===== src/rtl/alu_6ops.sv =====
// ============================================================================
// alu_6ops : registered 32-bit ALU (add/sub/and/or/srl/sra), 1-cycle latency
// Revision : 1.0
// ============================================================================
`default_nettype none

module alu_6ops (
  input  logic        clk,
  input  logic        rst_n,
  input  logic        in_valid,
  input  logic [31:0] A,
  input  logic [31:0] B,
  input  logic [2:0]  ALUOp,
  output logic [31:0] C,
  output logic        out_valid,
  output logic        zero,
  output logic        overflow
);

  localparam logic [2:0] OP_ADD = 3'd0;
  localparam logic [2:0] OP_SUB = 3'd1;
  localparam logic [2:0] OP_AND = 3'd2;
  localparam logic [2:0] OP_OR  = 3'd3;
  localparam logic [2:0] OP_SRL = 3'd4;
  localparam logic [2:0] OP_SRA = 3'd5;

  logic [31:0] c_d, c_q;
  logic        ovf_d, ovf_q;
  logic        zero_q, valid_q;
  logic [4:0]  shamt;

  assign shamt = B[4:0];

  always_comb begin
    c_d   = 32'd0;
    ovf_d = 1'b0;
    case (ALUOp)
      OP_ADD: begin
        c_d   = A + B;
        ovf_d = (A[31] == B[31]) && (c_d[31] != A[31]);
      end
      OP_SUB: begin
        c_d   = A - B;
        ovf_d = (A[31] != B[31]) && (c_d[31] != A[31]);
      end
      OP_AND:  c_d = A & B;
      OP_OR:   c_d = A | B;
      OP_SRL:  c_d = A >> shamt;
      OP_SRA:  c_d = $unsigned($signed(A) >>> shamt);
      default: begin
        c_d   = 32'd0;
        ovf_d = 1'b0;
      end
    endcase
  end

  // Result and flags hold when no operation is accepted; valid is a one-cycle pulse.
  always_ff @(posedge clk or negedge rst_n) begin
    if (!rst_n) begin
      c_q     <= 32'd0;
      ovf_q   <= 1'b0;
      zero_q  <= 1'b0;
      valid_q <= 1'b0;
    end else begin
      valid_q <= in_valid;
      if (in_valid) begin
        c_q    <= c_d;
        ovf_q  <= ovf_d;
        zero_q <= (c_d == 32'd0);
      end
    end
  end

  assign C         = c_q;
  assign overflow  = ovf_q;
  assign zero      = zero_q;
  assign out_valid = valid_q;

endmodule

`default_nettype wire


===== config.mk =====
export PLATFORM = sky130hd
export DESIGN_NAME = alu_6ops
export DESIGN_NICKNAME = d
export VERILOG_FILES = /design/src/rtl/alu_6ops.sv
export SDC_FILE = /design/constraint.sdc
export NUM_CORES = 1
export LEC_CHECK = 0
export CAP_MARGIN = 20
export CORE_UTILIZATION = 65
export DETAILED_ROUTE_END_ITERATION = 10
export DONT_BUFFER_PORTS = 1
export PLACE_DENSITY = 0.9
export RECOVER_POWER = 25
export SLEW_MARGIN = 20
export SYNTH_ARGS = -nofsm -noshare
export SYNTH_HDL_FRONTEND = slang
export SYNTH_SLANG_ARGS = --single-unit

===== constraint.sdc =====
create_clock -name clk -period 1.1 [get_ports clk]
set_clock_uncertainty 0.2 [all_clocks]
set_input_delay 0.055 -clock clk [delete_from_list [all_inputs] [get_ports clk]]
set_output_delay 0.055 -clock clk [all_outputs]
set_load 0.01 [all_outputs]

==> flow_summary.json, run 1 <==
{
  "avgSynthCellArea_sq_um": 7.45,
  "synth_area_leaders": "ha_1 15%, dfrtp_1 10%, a21oi_1 6.9%",
  "place.detailed.hpwl_mm": 31.7,
  "cts.sinks": 35,
  "synth_cell_type_count": 77,
  "dieHeight_microns": 117,
  "synthCells": 1147,
  "gp_congestion": 1.18,
  "syn_nets": 1323,
  "cts-htree-levels": 2,
  "synthFlopType": "dfrtp_1",
  "syn_area_sq_um": 8550,
  "synth-edff-count": 0,
  "ys_seq_area_share_pct": 10.2,
  "numCtsBuffers": 5,
  "cts_setup_buffers": 31,
  "async_flop_share_pct": 100,
  "root_buffer": "clkbuf_16",
  "initial_core_util_pct": 67.2,
  "die_w_microns": 117,
  "placedCellCount": 1595,
  "cts_resized": 187,
  "ys_warn_count": 0,
  "num_rows": 41,
  "ios": 105,
  "synth_top_area_share_pct": 15.2,
  "port_buffers": 0,
  "cts_buffer_depth": 2,
  "synth_seq_cells": 35,
  "yosysTopAreaCell": "ha_1",
  "error_line": "[ERROR DPL-0033] detailed placement checks failed during check placement.",
  "haltStage": "clock tree synthesis (4_1_cts)",
  "status": "aborted with a tool error"
}
==> cell usage after synthesis (5+ instances only) <==
cell and count:
a2111oi_0 6, a22oi_1 5, mux2i_1 28, o31ai_1 14
o221ai_1 5, nand4_1 14, inv_1 92, a221o_1 12
nor4_1 11, a221oi_1 8, o311ai_0 5, o21ai_0 67
nand2b_1 13, or4_1 6, and2_1 7, a21o_1 7
and3_1 11, o22ai_1 7, dfrtp_1 35, a211oi_1 20
o31a_1 6, nor3_1 20, a21oi_1 117, buf_2 10
clkbuf_1 48, o21bai_1 10, mux4_1 12, xnor2_1 16
a31oi_1 19, nand2_1 87, mux4_2 16, nor2_1 123
ha_1 104, or3_1 6, o211ai_1 13, a211o_1 7
mux2_2 20, nor2b_1 18, nand3_1 28, buf_1 10
o2111ai_1 5, o21a_1 5
==> metrics by stage <==
| stage | utilization (%) | worst slack, ns | cell area, sq um |
|---|---|---|---|
| 3_5_place_dp | 88.7 | -3.31 | 11300 |
| 2_1_floorplan | - | -2.75 | 8920 |
| 3_3_place_gp | 88.7 | -2.95 | 11300 |
==> logic make-up after synthesis <==
group	synth area share, %
AND/OR/NAND/NOR	20.7
XOR/XNOR	2.05
flip-flops	10.2
AO/OA/AOI/OAI	29.1
multiplexers	13.8
buffers and inverters	8.35
adder cells (fa/ha/maj)	15.7
==> run 2: changes to the inputs <==
Settings changed: CORE_UTILIZATION 65 to 40, PLACE_DENSITY 0.9 to not set, PLACE_DENSITY_LB_ADDON set to 0.15.
==> run 2 against run 1 <==
Compared with the run above:
- area after synthesis unchanged
- the flow now finishes, with violations (hold timing, setup timing)
- synthesized cell count unchanged
==> flow_summary.json, run 2 <==
{
  "violations": "hold timing, setup timing",
  "syn_area_sq_um": 8550,
  "whs_ns": -0.732,
  "worstRegToRegCells": 1,
  "worst_slew_pin_slew_ns": 0.872,
  "ant_nets": 0,
  "place.detailed.hpwl_mm": 29.0,
  "crit_fanout": 4,
  "ios": 105,
  "max_cap_viol_count": 0,
  "grt_max_degree": 99,
  "port_buffers": 0,
  "yosysTopAreaCell": "ha_1",
  "synthCells": 1147,
  "syn_nets": 1323,
  "synth_common_cells": "123 x nor2_1, 117 x a21oi_1, 104 x ha_1, 92 x inv_1, 87 x nand2_1",
  "powerDensity_nw_per_um2": 766,
  "track_usage_pct": 33.4,
  "power_leakage_uw": 0.00624,
  "cts_tree": "yes",
  "root_buffer": "clkbuf_16",
  "numCtsBuffers": 5,
  "crit_end": "C[6]",
  "dr.pass1.iters": 8,
  "place_area_sq_um": 11700,
  "grt_overflow": 0,
  "path_class": "in -> reg",
  "fmax_mhz": 267,
  "routed_via_density": 6.12,
  "r2r-end": "C[0]",
  "grt_pass1_vias": 10314,
  "post-route-period-util_pct": 341,
  "grt_pass1_wl_mm": 57.1,
  "min_period_ns": 3.75,
  "rsz0062_at_grt": "true",
  "status": "finished with violations",
  "setup_ws_ns": -2.65,
  "gp_congestion": 0.999,
  "cts_buffer_depth": 2,
  "area_delta_synth_final_pct": 60.4,
  "startpoint": "A[0]",
  "synth_most_common_cell": "nor2_1",
  "async_flop_share_pct": 100,
  "synth_cell_type_count": 77,
  "drt_iter0_drc": 1389,
  "dieHeight_microns": 148,
  "clk_pin_slew_ns": 0.05,
  "relSlewSlack_pct": 41.8,
  "utilization_pct": 65.4,
  "cp-end-kind": "flip-flop",
  "synth_seq_cells": 35,
  "cts-htree-levels": 2,
  "mostFrequentLayoutCell": "buf_4",
  "num_antenna_cells": 0,
  "die_w_microns": 148,
  "grt_antenna_before_repair": 0,
  "fillers": 1747,
  "required_ns": 1.06,
  "synth_area_leaders": "ha_1 15%, dfrtp_1 10%, a21oi_1 6.9%",
  "hold_class": "in -> async",
  "ys_warn_count": 0,
  "slew_violations": 0,
  "arrival_ns": 3.72,
  "die-area_sq_um": 22000,
  "post-route-drc-count": 0,
  "dr_total_vias": 11009,
  "ir_worst_vdd_mv": 0.486,
  "hold_viol_final": 70,
  "synthFlopType": "dfrtp_1",
  "r2r_setup_slack_ns": 0.13,
  "largest_reg_flops": 32,
  "avgSynthCellArea_sq_um": 7.45,
  "layout-drive-gt1-share_pct": 46.0,
  "initial_core_util_pct": 40.8,
  "cts.sinks": 35,
  "power_uw": 10500,
  "clock_latency_ns": 0.27,
  "synth_top_area_share_pct": 15.2,
  "setup_viol": 34,
  "synth-edff-count": 0,
  "critPathLaunchType": "input pin",
  "setup_tns_ns": -52.95,
  "coreArea_sq_um": 21000,
  "ys_seq_area_share_pct": 10.2,
  "fin_area_sq_um": 13700,
  "num_rows": 53,
  "finalWirelength_mm": 39.1,
  "layout_common_cells": "373 x buf_4, 110 x nor2_1, 86 x ha_1",
  "wl_per_cell_microns": 21.7,
  "final_nets": 1698,
  "r2r-start": "C[0]"
}
-- run 2: cell counts after synthesis --
No cell type changed its count.
-- run 2: worst min path at each step --
stage	from	end	slack (ns)	depth (start not counted)
global placement	rst_n	C[1]	-0.44	0
CTS	rst_n	C[5]	-0.74	0
detailed placement	rst_n	C[4]	-0.44	0
global route	rst_n	C[1]	-0.74	0
floorplan	rst_n	C[0]	-0.44	0
finish	rst_n	C[9]	-0.73	0
-- run 2: logic make-up (layout without fill, tap and decap cells) --
group | count (synthesis) | count (layout) | synth area share [%]
AO/OA/AOI/OAI | 374 | 374 | 29.1
AND/OR/NAND/NOR | 367 | 367 | 20.7
buffers and inverters | 169 | 545 | 8.35
adder cells (fa/ha/maj) | 106 | 106 | 15.7
multiplexers | 76 | 76 | 13.8
flip-flops | 35 | 35 | 10.2
XOR/XNOR | 20 | 20 | 2.05
-- run 2: cell type report --
| cell class | instances | area (sq um) | area share, % |
|---|---|---|---|
| clock buffer | 7 | 133 | 0.968 |
| sequential | 35 | 876 | 6.39 |
| inverter | 94 | 452 | 3.30 |
| timing repair buffer | 443 | 3610 | 26.3 |
| multi-input combinational | 943 | 8290 | 60.5 |
| clock inverter | 1 | 5.00 | 0.0365 |
| tap | 275 | 344 | 2.51 |
-- run 2: where the power goes --
| part | switching (uW) | leakage (uW) | total (uW) | internal [uW] |
|---|---|---|---|---|
| clock | 503 | 0.0000679 | 1340 | 836 |
| sequential | 177 | 0.000423 | 1670 | 1490 |
| combinational | 3610 | 0.00575 | 7490 | 3890 |
-- run 2: per-layer routing --
layer	GRT usage [%]	up-vias	wire, microns
met1	44.5	5181	15900
met2	53.1	686	17400
met5	0	-	0
li1	-	4976	-
met4	13.3	0	1770
met3	5.83	166	3990
-- run 2: through the flow --
step | setup WS [ns] | cells
global route | -2.79 | 1798
floorplan | -2.75 | 1147
global placement | -2.99 | 1729
finish | -2.65 | 1798
CTS | -2.62 | 1772
detailed placement | -3.14 | 1729
-- run 2: repair_timing --
action / 4_1_cts / 5_1_grt
setup buffers: 43 / 42
endpoints found under the hold margin: 70 / 70
resized for setup: 203 / 137
pin swaps: 90 / 101
endpoints found under the setup margin: 34 / 34
-- run 2: worst max-delay path, stage by stage --
cell and delay [ns]:
ha_4 0.12, inv_2 0.03, fa_2 0.37, nor2b_4 0.21, o21ai_1 0.08, a21boi_1 0.20
mux2_4 0.32, or4_4 0.51, buf_6 0.14, buf_6 0.10, buf_6 0.10, buf_6 0.10
buf_6 0.10, buf_6 0.10, buf_6 0.10, buf_6 0.10, buf_6 0.10, buf_6 0.10
buf_6 0.10, buf_6 0.10, buf_6 0.10, buf_6 0.10, buf_6 0.10, mux2_4 0.24
No activity file was read; power rests on OpenSTA's default activity.
==> run 3: changes to the inputs <==
Settings changed: PLACE_DENSITY_LB_ADDON 0.15 to 0.05.
==> run 3 against run 2 <==
Compared with the run above:
- final cell count shrank 0.78%
- largest power group unchanged
- highest routed layer unchanged
- via count shrank 2.7%
- critical path type unchanged
- routed wire length increased by 0.92%
- the flow still finishes with violations (hold timing, setup timing)
- critical path depth decreased by 10
==> flow_summary.json, run 3 (synthesis results as in run 2) <==
{
  "status": "finished with violations",
  "violations": "hold timing, setup timing",
  "startpoint": "B[0]",
  "dr_total_vias": 10711,
  "r2r_setup_slack_ns": 0.13,
  "hold_viol_final": 70,
  "crit_fanout": 38,
  "fin_area_sq_um": 13500,
  "stdcell_count": 1784,
  "path_class": "in -> reg",
  "fmax_mhz": 259,
  "largest_reg_flops": 32,
  "port_buffers": 0,
  "worst_slew_pin_slew_ns": 0.673,
  "cp-end-kind": "flip-flop",
  "cts_buffer_depth": 2,
  "internal-power_uw": 6210,
  "arrival_ns": 3.84,
  "layout.area.seq_sq_um": 876,
  "mostFrequentLayoutCell": "buf_4",
  "grt_antenna_before_repair": 0,
  "layout-drive-gt1-share_pct": 45.3,
  "initial_core_util_pct": 40.8,
  "setup_ws_ns": -2.77,
  "num_rows": 53,
  "cts-htree-levels": 2,
  "place_area_sq_um": 11500,
  "power_leakage_uw": 0.00614,
  "worstRegToRegCells": 1,
  "whs_ns": -0.733,
  "power_frac_clock_pct": 14.0,
  "r2r-end": "C[20]",
  "swShare_pct": 40.4,
  "critPathLaunchType": "input pin",
  "finalWirelength_mm": 39.4,
  "clock_latency_ns": 0.27,
  "fillers": 1843,
  "ios": 105,
  "r2r-start": "C[20]",
  "layout_common_cells": "369 x buf_4, 113 x nor2_1, 90 x ha_1",
  "dr.pass1.iters": 6,
  "grt_pass1_wl_mm": 59.6,
  "p_comb_share_pct": 70.0,
  "powerDensity_nw_per_um2": 770,
  "crit_end": "zero",
  "p_sw_uw": 4210,
  "coreArea_sq_um": 21000,
  "placedCellCount": 1713,
  "setup_viol": 34,
  "num_antenna_cells": 0,
  "pwr-share-seq_pct": 16.0,
  "rsz0062_at_grt": "true",
  "ir_worst_vdd_mv": 0.521,
  "drt_iter0_drc": 930,
  "setup_tns_ns": -52.09,
  "die_w_microns": 148,
  "routed_via_density": 6.00,
  "area_delta_synth_final_pct": 58.4,
  "required_ns": 1.08,
  "relSlewSlack_pct": 54.8,
  "gp_congestion": 0.988,
  "hold_class": "in -> async",
  "power_uw": 10400,
  "track_usage_pct": 35.1,
  "clk_pin_slew_ns": 0.05,
  "slew_violations": 0,
  "cts.sinks": 35,
  "dieHeight_microns": 148,
  "grt_max_degree": 99,
  "grt_overflow": 0,
  "grt_pass1_vias": 10287,
  "final_nets": 1684,
  "numCtsBuffers": 5,
  "max_cap_viol_count": 0,
  "post-route-period-util_pct": 351,
  "wl_per_cell_microns": 22.1,
  "place.detailed.hpwl_mm": 30.7,
  "root_buffer": "clkbuf_16",
  "die-area_sq_um": 22000,
  "ant_nets": 0,
  "post-route-drc-count": 0,
  "min_period_ns": 3.87,
  "cts_tree": "yes",
  "multi_input_area_sq_um": 8260
}
[run 3: changes by cell type in the layout (fill, tap and decap cells not counted), moves of 3 or more]
cell / previous run / this run
ha_4: 16 / 13
a21oi_2: 30 / 34
a21oi_4: 11 / 6
a31oi_4: 3 / 6
nor2_1: 110 / 113
nor2_4: 6 / 3
ha_1: 86 / 90
buf_6: 68 / 57
o21ai_1: 8 / 5
a31oi_2: 3 / 0
buf_4: 373 / 369
[run 3: how the worst min path moves through the flow]
stage / from / endpoint / slack [ns] / cells past startpoint
finish: rst_n / C[3] / -0.73 / 0
detailed placement: rst_n / C[3] / -0.44 / 0
CTS: rst_n / C[5] / -0.74 / 0
floorplan: rst_n / C[0] / -0.44 / 0
global placement: rst_n / C[3] / -0.44 / 0
global route: rst_n / C[5] / -0.74 / 0
[run 3: power by group through the flow]
stage	combinational (uW)	sequential, uW	clock (uW)
finish	7300	1670	1460
global route	7720	1700	1530
CTS	6790	1670	1490
detailed placement	5680	1690	0
global placement	5670	1680	0
floorplan	3130	1710	0
[run 3: stage by stage]
| stage | utilization [%] | worst slack [ns] |
|---|---|---|
| after floorplan | - | -2.75 |
| after global placement | 55.0 | -3.14 |
| after detailed placement | 55.0 | -3.23 |
| after CTS | 62.6 | -2.67 |
| after global routing | 64.6 | -2.86 |
| final | 64.6 | -2.77 |
[run 3: metal layers]
metal / global-route usage (%) / up-vias / wire length (microns)
met5: 0 / - / 0
met4: 10.1 / 0 / 1170
met3: 5.03 / 83 / 3180
met2: 56.0 / 522 / 17600
met1: 48.9 / 5141 / 17400
li1: - / 4965 / -
[run 3: worst max-delay path: stages]
cell and delay [ns]:
mux4_2 0.53, mux2_4 0.31, o21ai_2 0.14, buf_4 0.15, o22ai_1 0.08, or4_4 0.57
nor3_1 0.22, nand4_1 0.22, or4_4 0.56, nor4_4 0.17, buf_4 0.15, nand4_1 0.08
or3_4 0.35, o32ai_2 0.23
[run 3: repair_timing]
item | 4_1_cts | 5_1_grt
gates resized for setup | 238 | 83
buffers inserted | 63 | 31
endpoints found under the hold margin | 70 | 70
gates cloned | 0 | 0
pin swaps | 90 | 98
setup endpoints to repair | 34 | 34
[run 3: layout make-up]
class	count	share of cell area (%)
multi-input cells	943	61.0
repair buffers	429	25.6
flip-flops and latches	35	6.47
inverters	94	3.17
well taps	275	2.54
clock buffers	7	1.13
clock inverters	1	0.0555
==> run 4: changes to the inputs <==
Settings changed: CELL_PAD_IN_SITES_DETAIL_PLACEMENT set to 1, CELL_PAD_IN_SITES_GLOBAL_PLACEMENT set to 1.
==> run 4 against run 3 <==
Compared with the run above:
- the run still ends with hold timing, setup timing left
- setup slack worse by 0.14 ns
- combinational power is 7.1% higher
- sequential power hardly changed
- power is 5.5% higher
- first-iteration DRC count is 32% higher
- highest routed layer is now met5
- count of clock-buffer cells in the layout is 1 higher
- sequential cell count stayed put
- critical path type unchanged
- design area hardly changed
- clock power is 3% higher
- sequential share of layout area hardly changed
- critical path depth is 4 higher
- routed wire length is 27% higher
==> flow_summary.json, run 4 (synthesis results as in run 2) <==
{
  "status": "finished with violations",
  "violations": "hold timing, setup timing",
  "cts.sinks": 35,
  "die-area_sq_um": 22000,
  "pwr-share-seq_pct": 15.3,
  "grt_pass1_vias": 11449,
  "layout-drive-gt1-share_pct": 45.2,
  "grt_overflow": 0,
  "hold_class": "in -> async",
  "powerDensity_nw_per_um2": 812,
  "path_class": "in -> reg",
  "utilization_pct": 64.6,
  "coreArea_sq_um": 21000,
  "rsz0062_at_grt": "true",
  "layout_common_cells": "367 x buf_4, 113 x nor2_1, 91 x ha_1",
  "arrival_ns": 4.00,
  "gp_congestion": 0.991,
  "grt_antenna_before_repair": 1,
  "hold_viol_final": 70,
  "ios": 105,
  "area_delta_synth_final_pct": 58.5,
  "power_leakage_uw": 0.00611,
  "drt_iter0_drc": 1230,
  "mostFrequentLayoutCell": "buf_4",
  "m1WireLength_mm": 19.4,
  "clock_latency_ns": 0.28,
  "required_ns": 1.09,
  "place_ws_ns": -3.34,
  "cts_buffer_depth": 2,
  "grt_pass1_wl_mm": 69.1,
  "wl_met3_mm": 4.70,
  "initial_core_util_pct": 40.8,
  "cp-end-kind": "flip-flop",
  "ir_worst_vdd_mv": 0.575,
  "root_buffer": "clkbuf_16",
  "numCtsBuffers": 5,
  "port_buffers": 0,
  "internal-power_uw": 6250,
  "dr.pass1.iters": 6,
  "num_rows": 53,
  "max_cap_viol_count": 0,
  "track_usage_pct": 41.2,
  "dr_total_vias": 11694,
  "swShare_pct": 43.2,
  "critPathLaunchType": "input pin",
  "slew_violations": 0,
  "routed_via_density": 6.56,
  "largest_reg_flops": 32,
  "setup_ws_ns": -2.91,
  "grt_max_degree": 99,
  "finalWirelength_mm": 49.9,
  "ant_nets": 0,
  "dr.max_layer_used": "met5",
  "setup_viol": 34,
  "p_comb_share_pct": 71.0,
  "power_uw": 11000,
  "relSlewSlack_pct": 47.1,
  "wl_met2_mm": 22.8,
  "cts_tree": "yes",
  "p_sw_uw": 4760,
  "crit_fanout": 3,
  "place.detailed.hpwl_mm": 34.0,
  "min_period_ns": 4.01,
  "dieHeight_microns": 148,
  "post-route-drc-count": 0,
  "num_antenna_cells": 0,
  "wl_per_cell_microns": 28.0,
  "cts-htree-levels": 2,
  "clk_pin_slew_ns": 0.05,
  "power_frac_clock_pct": 13.7,
  "whs_ns": -0.736,
  "worst_slew_pin_slew_ns": 0.789,
  "die_w_microns": 148,
  "final_nets": 1683,
  "fmax_mhz": 249,
  "post-route-period-util_pct": 365
}
run 4: cell count changes in the layout (fill, tap and decap cells not counted), sizes merged:
cell / delta
clkbuf: +1
buf: -1
clkinvlp: -1
run 4: area by class of cell:
type                       count  area, sq um
clock buffer                   8          156
timing repair buffer         428         3450
fill                        2493         7410
inverter                      94          439
sequential                    35          876
tap                          275          344
multi-input combinational    943         8280
run 4: worst max-delay path, stage by stage:
cell,delay (ns)
inv_12,0.02
ha_4,0.15
inv_2,0.10
fa_2,0.29
nand2b_4,0.09
a2111oi_4,0.37
buf_4,0.20
mux2i_1,0.19
o22ai_1,0.10
or4_4,0.58
nor4_2,0.18
nand4_1,0.21
or4_4,0.48
nor4_4,0.21
buf_4,0.16
nand4_1,0.08
or3_1,0.33
o32ai_1,0.21
run 4: power groups by stage:
stage	clock, uW	combinational, uW	sequential (uW)
after global routing	1530	8080	1710
after CTS	1490	6800	1680
after detailed placement	0	5860	1690
after floorplan	0	3130	1710
final	1500	7820	1680
after global placement	0	5740	1680
run 4: per-layer routing:
layer,global-route usage [%],up-vias
met4,15.1,2
met2,68.8,774
met3,5.71,253
li1,-,4948
met1,53.8,5717
met5,0,-
run 4: path summary, 6_finish.rpt:
check                      slack, ns     start  cells after the start         to
max in group asynchronous       1.35     rst_n                      0      C[31]
max                            -2.91      A[0]                     18       zero
min in group clk               -0.39  in_valid                      0  out_valid
min reg2reg                     0.32      C[5]                      1       C[5]
max reg2reg                     0.05      C[1]                      1       C[1]
min                            -0.74     rst_n                      0       C[2]
run 4: what timing repair did:
item | in CTS | in global routing
endpoints found under the hold margin | 70 | 70
pin swaps | 83 | 90
resized for setup | 212 | 127
buffers inserted | 53 | 44
endpoints found under the setup margin | 34 | 35
run 4: metrics by stage:
step	cell area [sq um]	std cells	TNS [ns]
floorplan	8920	1147	-49.90
global placement	11600	1719	-63.39
detailed placement	11600	1719	-65.34
CTS	12900	1771	-50.67
global route	13500	1783	-56.38
finish	13500	1783	-55.00
